### src/rtl/ad1939_tdm_serdes.sv
// AD1939 TDM serializer/deserializer: recovers frame timing from the
// asynchronous ADC clocks and drives the DAC side from a shadowed tx buffer.
module ad1939_tdm_serdes #(
  parameter int N_CH = 2,
  parameter int W_DATA = 24,
  parameter int W_SLOT = 32,
  parameter int DELAY = 1,
  localparam int CW = (N_CH > 1) ? $clog2(N_CH) : 1,
  localparam int FRAME = N_CH * W_SLOT
) (
  input  logic              clk,
  input  logic              reset_n,
  input  logic              abclk,
  input  logic              alrclk,
  input  logic              asdata,
  output logic              dsdata,
  output logic              dbclk,
  output logic              dlrclk,
  output logic [W_DATA-1:0] rx_data,
  output logic [CW-1:0]     rx_channel,
  output logic              rx_valid,
  input  logic              rx_ready,
  input  logic [W_DATA-1:0] tx_data,
  input  logic [CW-1:0]     tx_channel,
  input  logic              tx_valid,
  output logic              tx_ready,
  input  logic              clear_status,
  output logic              locked,
  output logic              rx_overrun,
  output logic              tx_underrun,
  output logic              frame_err
);

  localparam int BCW = $clog2(FRAME);
  localparam int KW = BCW + 1;
  typedef logic [KW-1:0] k_t;
  localparam k_t K_DEL = k_t'(DELAY);
  localparam k_t K_WS = k_t'(W_SLOT);
  localparam k_t K_WD = k_t'(W_DATA);
  localparam k_t K_WDM1 = k_t'(W_DATA - 1);
  localparam k_t K_NCH = k_t'(N_CH);
  localparam logic [BCW-1:0] BC_MAX = BCW'(FRAME - 1);

  typedef enum logic {UNLOCKED = 1'b0, LOCKED = 1'b1} state_t;
  state_t state_q, state_d;

  logic [2:0]        ab_q, lr_q, ad_q;
  logic              rise_q, fall_q, lrp_q;
  logic [BCW-1:0]    bc_q, bc_d;
  logic [W_DATA-2:0] sh_q;
  logic [W_DATA-1:0] sh_nx, rx_data_q;
  logic [CW-1:0]     rx_ch_q;
  logic              rx_valid_q, ds_q, tx_ready_q;
  logic              ovr_q, und_q, ferr_q;
  logic [W_DATA-1:0] buf_q [N_CH];
  logic [W_DATA-1:0] shd_q [N_CH];
  logic [N_CH-1:0]   fresh_q;

  logic fs, at_max, ferr_ev, rx_on, rx_done;
  logic tx_wr, tx_bit, ovr_ev, und_ev;
  k_t   kr, pr, kt, pt, st;

  always_comb begin
    fs = rise_q & ~lr_q[2] & lrp_q;
    at_max = (bc_q == BC_MAX);
    bc_d = bc_q;
    if (rise_q) begin
      if (fs) bc_d = '0;
      else if (!at_max) bc_d = bc_q + 1'b1;
    end
  end

  always_comb begin
    state_d = state_q;
    ferr_ev = 1'b0;
    unique case (state_q)
      UNLOCKED: if (fs) state_d = LOCKED;
      LOCKED: begin
        if (rise_q && !fs && at_max) begin
          state_d = UNLOCKED;
          ferr_ev = 1'b1;
        end else if (fs && !at_max) begin
          ferr_ev = 1'b1;
        end
      end
    endcase
  end

  // rx samples at the post-rise count; tx looks one bit ahead
  always_comb begin
    kr = {1'b0, bc_d} - K_DEL;
    pr = kr % K_WS;
    rx_on = rise_q && (state_d == LOCKED)
         && ({1'b0, bc_d} >= K_DEL) && (pr < K_WD);
    rx_done = rx_on && (pr == K_WDM1);
    sh_nx = {sh_q, ad_q[2]};
    kt = {1'b0, bc_q} + 1'b1 - K_DEL;
    pt = kt % K_WS;
    st = kt / K_WS;
    tx_bit = (state_q == LOCKED) && (st < K_NCH) && (pt < K_WD)
          && |(shd_q[CW'(st)] & (W_DATA'(1) << (K_WDM1 - pt)));
    tx_wr = tx_valid && (32'(tx_channel) < N_CH);
    ovr_ev = rx_done && rx_valid_q && !rx_ready;
    und_ev = fs && !(&fresh_q);
  end

  always_ff @(posedge clk) begin
    if (!reset_n) begin
      ab_q <= '0;
      lr_q <= '0;
      ad_q <= '0;
      rise_q <= 1'b0;
      fall_q <= 1'b0;
      lrp_q <= 1'b0;
      bc_q <= '0;
      state_q <= UNLOCKED;
      sh_q <= '0;
      rx_data_q <= '0;
      rx_ch_q <= '0;
      rx_valid_q <= 1'b0;
      ds_q <= 1'b0;
      tx_ready_q <= 1'b0;
      ovr_q <= 1'b0;
      und_q <= 1'b0;
      ferr_q <= 1'b0;
      fresh_q <= '0;
      for (int i = 0; i < N_CH; i++) begin
        buf_q[i] <= '0;
        shd_q[i] <= '0;
      end
    end else begin
      ab_q <= {ab_q[1:0], abclk};
      lr_q <= {lr_q[1:0], alrclk};
      ad_q <= {ad_q[1:0], asdata};
      rise_q <= ab_q[1] & ~ab_q[2];
      fall_q <= ~ab_q[1] & ab_q[2];
      if (rise_q) lrp_q <= lr_q[2];
      bc_q <= bc_d;
      state_q <= state_d;
      tx_ready_q <= 1'b1;
      if (rx_on) sh_q <= sh_nx[W_DATA-2:0];
      if (rx_done) begin
        rx_data_q <= sh_nx;
        rx_ch_q <= CW'(kr / K_WS);
        rx_valid_q <= 1'b1;
      end else if (rx_ready) begin
        rx_valid_q <= 1'b0;
      end
      if (state_d == UNLOCKED) ds_q <= 1'b0;
      else if (fall_q) ds_q <= tx_bit;
      // a write landing on the frame-start cycle belongs to the next frame
      if (fs) begin
        for (int i = 0; i < N_CH; i++) shd_q[i] <= buf_q[i];
        fresh_q <= '0;
      end
      if (tx_wr) begin
        buf_q[tx_channel] <= tx_data;
        fresh_q[tx_channel] <= 1'b1;
      end
      ovr_q <= (ovr_q & ~clear_status) | ovr_ev;
      und_q <= (und_q & ~clear_status) | und_ev;
      ferr_q <= (ferr_q & ~clear_status) | ferr_ev;
    end
  end

  assign dsdata = ds_q;
  assign dbclk = ab_q[2];
  assign dlrclk = lr_q[2];
  assign rx_data = rx_data_q;
  assign rx_channel = rx_ch_q;
  assign rx_valid = rx_valid_q;
  assign tx_ready = tx_ready_q;
  assign locked = (state_q == LOCKED);
  assign rx_overrun = ovr_q;
  assign tx_underrun = und_q;
  assign frame_err = ferr_q;

endmodule
### config.mk
export PLATFORM = sky130hd
export DESIGN_NAME = ad1939_tdm_serdes
export DESIGN_NICKNAME = d
export VERILOG_FILES = /design/src/rtl/ad1939_tdm_serdes.sv
export SDC_FILE = /design/constraint.sdc
export NUM_CORES = 1
export LEC_CHECK = 0
export CAP_MARGIN = 20
export CORE_MARGIN = 2
export CORE_UTILIZATION = 45
export DETAILED_ROUTE_END_ITERATION = 7
export GPL_TIMING_DRIVEN = 0
export PLACE_DENSITY = 0.77
export SLEW_MARGIN = 15
export SYNTH_ARGS = -nofsm -noshare
export SYNTH_HDL_FRONTEND = slang
export SYNTH_SLANG_ARGS = --single-unit
### constraint.sdc
create_clock -name clk -period 4.9 [get_ports clk]
set_clock_uncertainty 0.1 [all_clocks]
set_input_delay 1.225 -clock clk [delete_from_list [all_inputs] [get_ports clk]]
set_output_delay 1.225 -clock clk [all_outputs]
set_load 0.05 [all_outputs]
==> impl_metrics.py <==
metrics = {
    "status": {
        "status": "finished clean",
    },
    "synthesis": {
        "netlist_top_cells_count": "and2_1 (107), edfxtp_1 (96), dfxtp_1 (75)",
        "synthMostInstantiatedCell": "and2_1",
        "avgSynthCellArea_um2": 12.42,
        "ys_warn_count": 0,
        "synth_cells": 558,
        "synth_top_area_share_pct": 41.61,
        "synth.area.top_cells": "edfxtp_1 (42%), dfxtp_1 (22%), and2_1 (9.7%)",
        "synth_seq_cells": 171,
        "ys.flop_type": "edfxtp_1",
        "synth_edf_count": 96,
        "synthArstFlopShare_pct": 0,
        "syn_nets": 594,
        "ys_types": 54,
        "yosys.area.top_type": "edfxtp_1",
        "seq_area_frac_synth_pct": 63.28,
        "synth_area_um2": 6928,
    },
    "grt": {
        "grt_pass1_vias": 4429,
        "grt_start_max_net_pins": 33,
        "grt_overflow": 0,
        "antenna_found_initial": 0,
        "grt_pass1_wl_um": 21250,
        "grtUsageTotal_pct": 16.77,
    },
    "worst_setup_path": {
        "worstSetupPathType": "input pin to register",
        "critPathMostFrequentCell": "clkbuf_1",
        "critPathRequiredTime_ps": 5090,
        "critPathTopFamily": "buffers and inverters",
        "cp_slowest_cell": "clkdlybuf4s50_1",
        "slowest_delay_ps": 470,
        "cp.arrival_ps": 3690,
        "start_kind": "input pin",
        "end_kind": "register",
        "cp_num_buf_inv": 5,
        "crit_fanout": 10,
        "crit_chain": "clkdlybuf4s50_1 > clkbuf_1 > clkinv_1 > nor2_1 > clkbuf_1 > clkbuf_1 > and2_1",
    },
    "timing": {
        "rsz0062_at_grt": "no",
        "max_slew_margin_pct": 46.09,
        "hold_viol": 0,
        "whs_ps": 314.5,
        "timing.final.crit_period_ps": 3499,
        "finalSetupViolations": 0,
        "worstMarginPinSlew_ps": 808.5,
        "clock.fmax_mhz": 285.8,
        "maxSlewViolCount": 0,
        "fin_crit_sh_pct": 71.41,
        "setup_ws_ps": 1401,
    },
    "route": {
        "wirelength_um": 13060,
        "drtPass1Iterations": 5,
        "first_iter_violations": 179,
        "wl_per_cell_um": 15.44,
        "vias": 4291,
        "via_per_inst": 5.072,
        "drtAntennaViolNets": 0,
        "drc_errors": 0,
    },
    "final_layout": {
        "num_antenna_cells": 0,
        "areaGrowthSynthToFinish_pct": 22.36,
        "stdcell_count": 846,
        "nets": 681,
        "layout-drive-gt1-share_pct": 9.878,
        "fillers": 1189,
    },
    "clocking": {
        "ctsResizeCount": 0,
        "cts_buffer_depth": 2,
        "path_clk_slew_ps": 60,
        "clock_latency_ps": 430,
        "cts-root-buf": "clkbuf_16",
        "cts.sinks": 171,
        "cts_setup_buffers": 0,
        "htree_num_levels": 4,
        "holdBufCountCts": 0,
        "cts-buffers-inserted": 17,
        "cts_tree": "done",
    },
    "place": {
        "place_inst": 814,
        "io_buffers": 66,
        "dp_hpwl_um": 9098,
        "pre_cts_ws_ps": 786.1,
        "place.gp.congestion": 0.8394,
    },
    "job": {
        "drv_cap": 0,
    },
    "power_and_ir_drop": {
        "power_w": 0.003056,
        "ir_drop_mv": 0.2855,
        "p_leak_nw": 2.944,
        "p_per_area_nw_per_um2": 360.5,
    },
    "floorplan": {
        "die_h_um": 128.1,
        "dieArea_um2": 16400,
        "die_w_um": 128.1,
        "core_um2": 15150,
        "start_util_pct": 45.74,
        "ios": 67,
        "rows": 45,
    },
    "worst_hold_path": {
        "min_path_type": "register to register",
    },
}
-- placed cells by master (no fill, tap or decap), types with 6 or more instances in the layout --
cell               n
a21oi_1           13
and2_1           107
buf_2              8
clkbuf_1          20
clkbuf_16         17
clkdlybuf4s50_1   66
dfxtp_1           75
edfxtp_1          96
inv_1              6
mux2i_1           61
nand2_1           36
nand3_1            6
nor2_1            42
o21ai_0           10
-- where the power goes --
group          switching (W)  internal (W)
combinational      0.0000582     0.0000467
sequential         0.0000125       0.00157
clock               0.000561      0.000812
-- per-stage QoR --
step	TNS, ps	util [%]	cell area (um^2)
after CTS	0	55.95	8474
after detailed placement	0	51.90	7861
after global placement	-9338	51.66	7824
after global routing	0	55.97	8477
final	0	55.97	8477
after floorplan	0	-	6928
-- final timing paths --
| kind | depth (start not counted) | startpoint | slack (ps) | end |
|---|---|---|---|---|
| setup / recovery | 7 | reset_n | 1400 | shd_q[1][19] |
| hold / removal | 1 | ab_q[1] | 310 | fall_q |
| setup reg to reg | 7 | bc_q[2] | 2410 | dsdata |
| hold reg to reg | 1 | ab_q[1] | 310 | fall_q |
-- layout make-up --
cell class              instances  area (um^2)  area share (%)
repair buffers                 68        691.9           8.162
flip-flops and latches        171         4384           51.72
clock buffers                  18        429.2           5.063
clock inverters                14        183.9           2.170
multi-input cells             345         2344           27.65
plain buffers                  35        182.7           2.155
inverters                       7        26.28          0.3100
well taps                     188        235.2           2.775
-- logic make-up after synthesis --
| family | synth area share, % |
|---|---|
| adder cells (fa/ha/maj) | 0.5419 |
| flip-flops | 63.28 |
| buffers and inverters | 3.016 |
| AND/OR/NAND/NOR | 17.68 |
| multiplexers | 9.626 |
| AO/OA/AOI/OAI | 5.725 |
| XOR/XNOR | 0.1264 |
-- registers in the layout, indices dropped and copies added, names as in the netlist, 2 cells and up --
name	flops
rx_data	24
lr_q	3
ab_q	3
bc_q	6
fresh_q	2
shd_q	48
sh_q	23
ad_q	3
buf_q	48
-- worst reg2reg max path: cells and delay by family, from the launching register on --
kind,cells,cell delay (ps)
flip-flops,1,480
buffers and inverters,2,750
AO/OA/AOI/OAI,5,1090
-- layer usage --
metal	routed length (um)	share of wire (%)	vias to the layer above	track usage (%)
li1	-	-	2133	-
met3	635	4.9	19	4.090
met5	0	0	-	0
met4	218	1.7	0	8.597
met2	6700	51	97	28.22
met1	5509	42	2042	20.07
(Power assumes the default switching activity.)
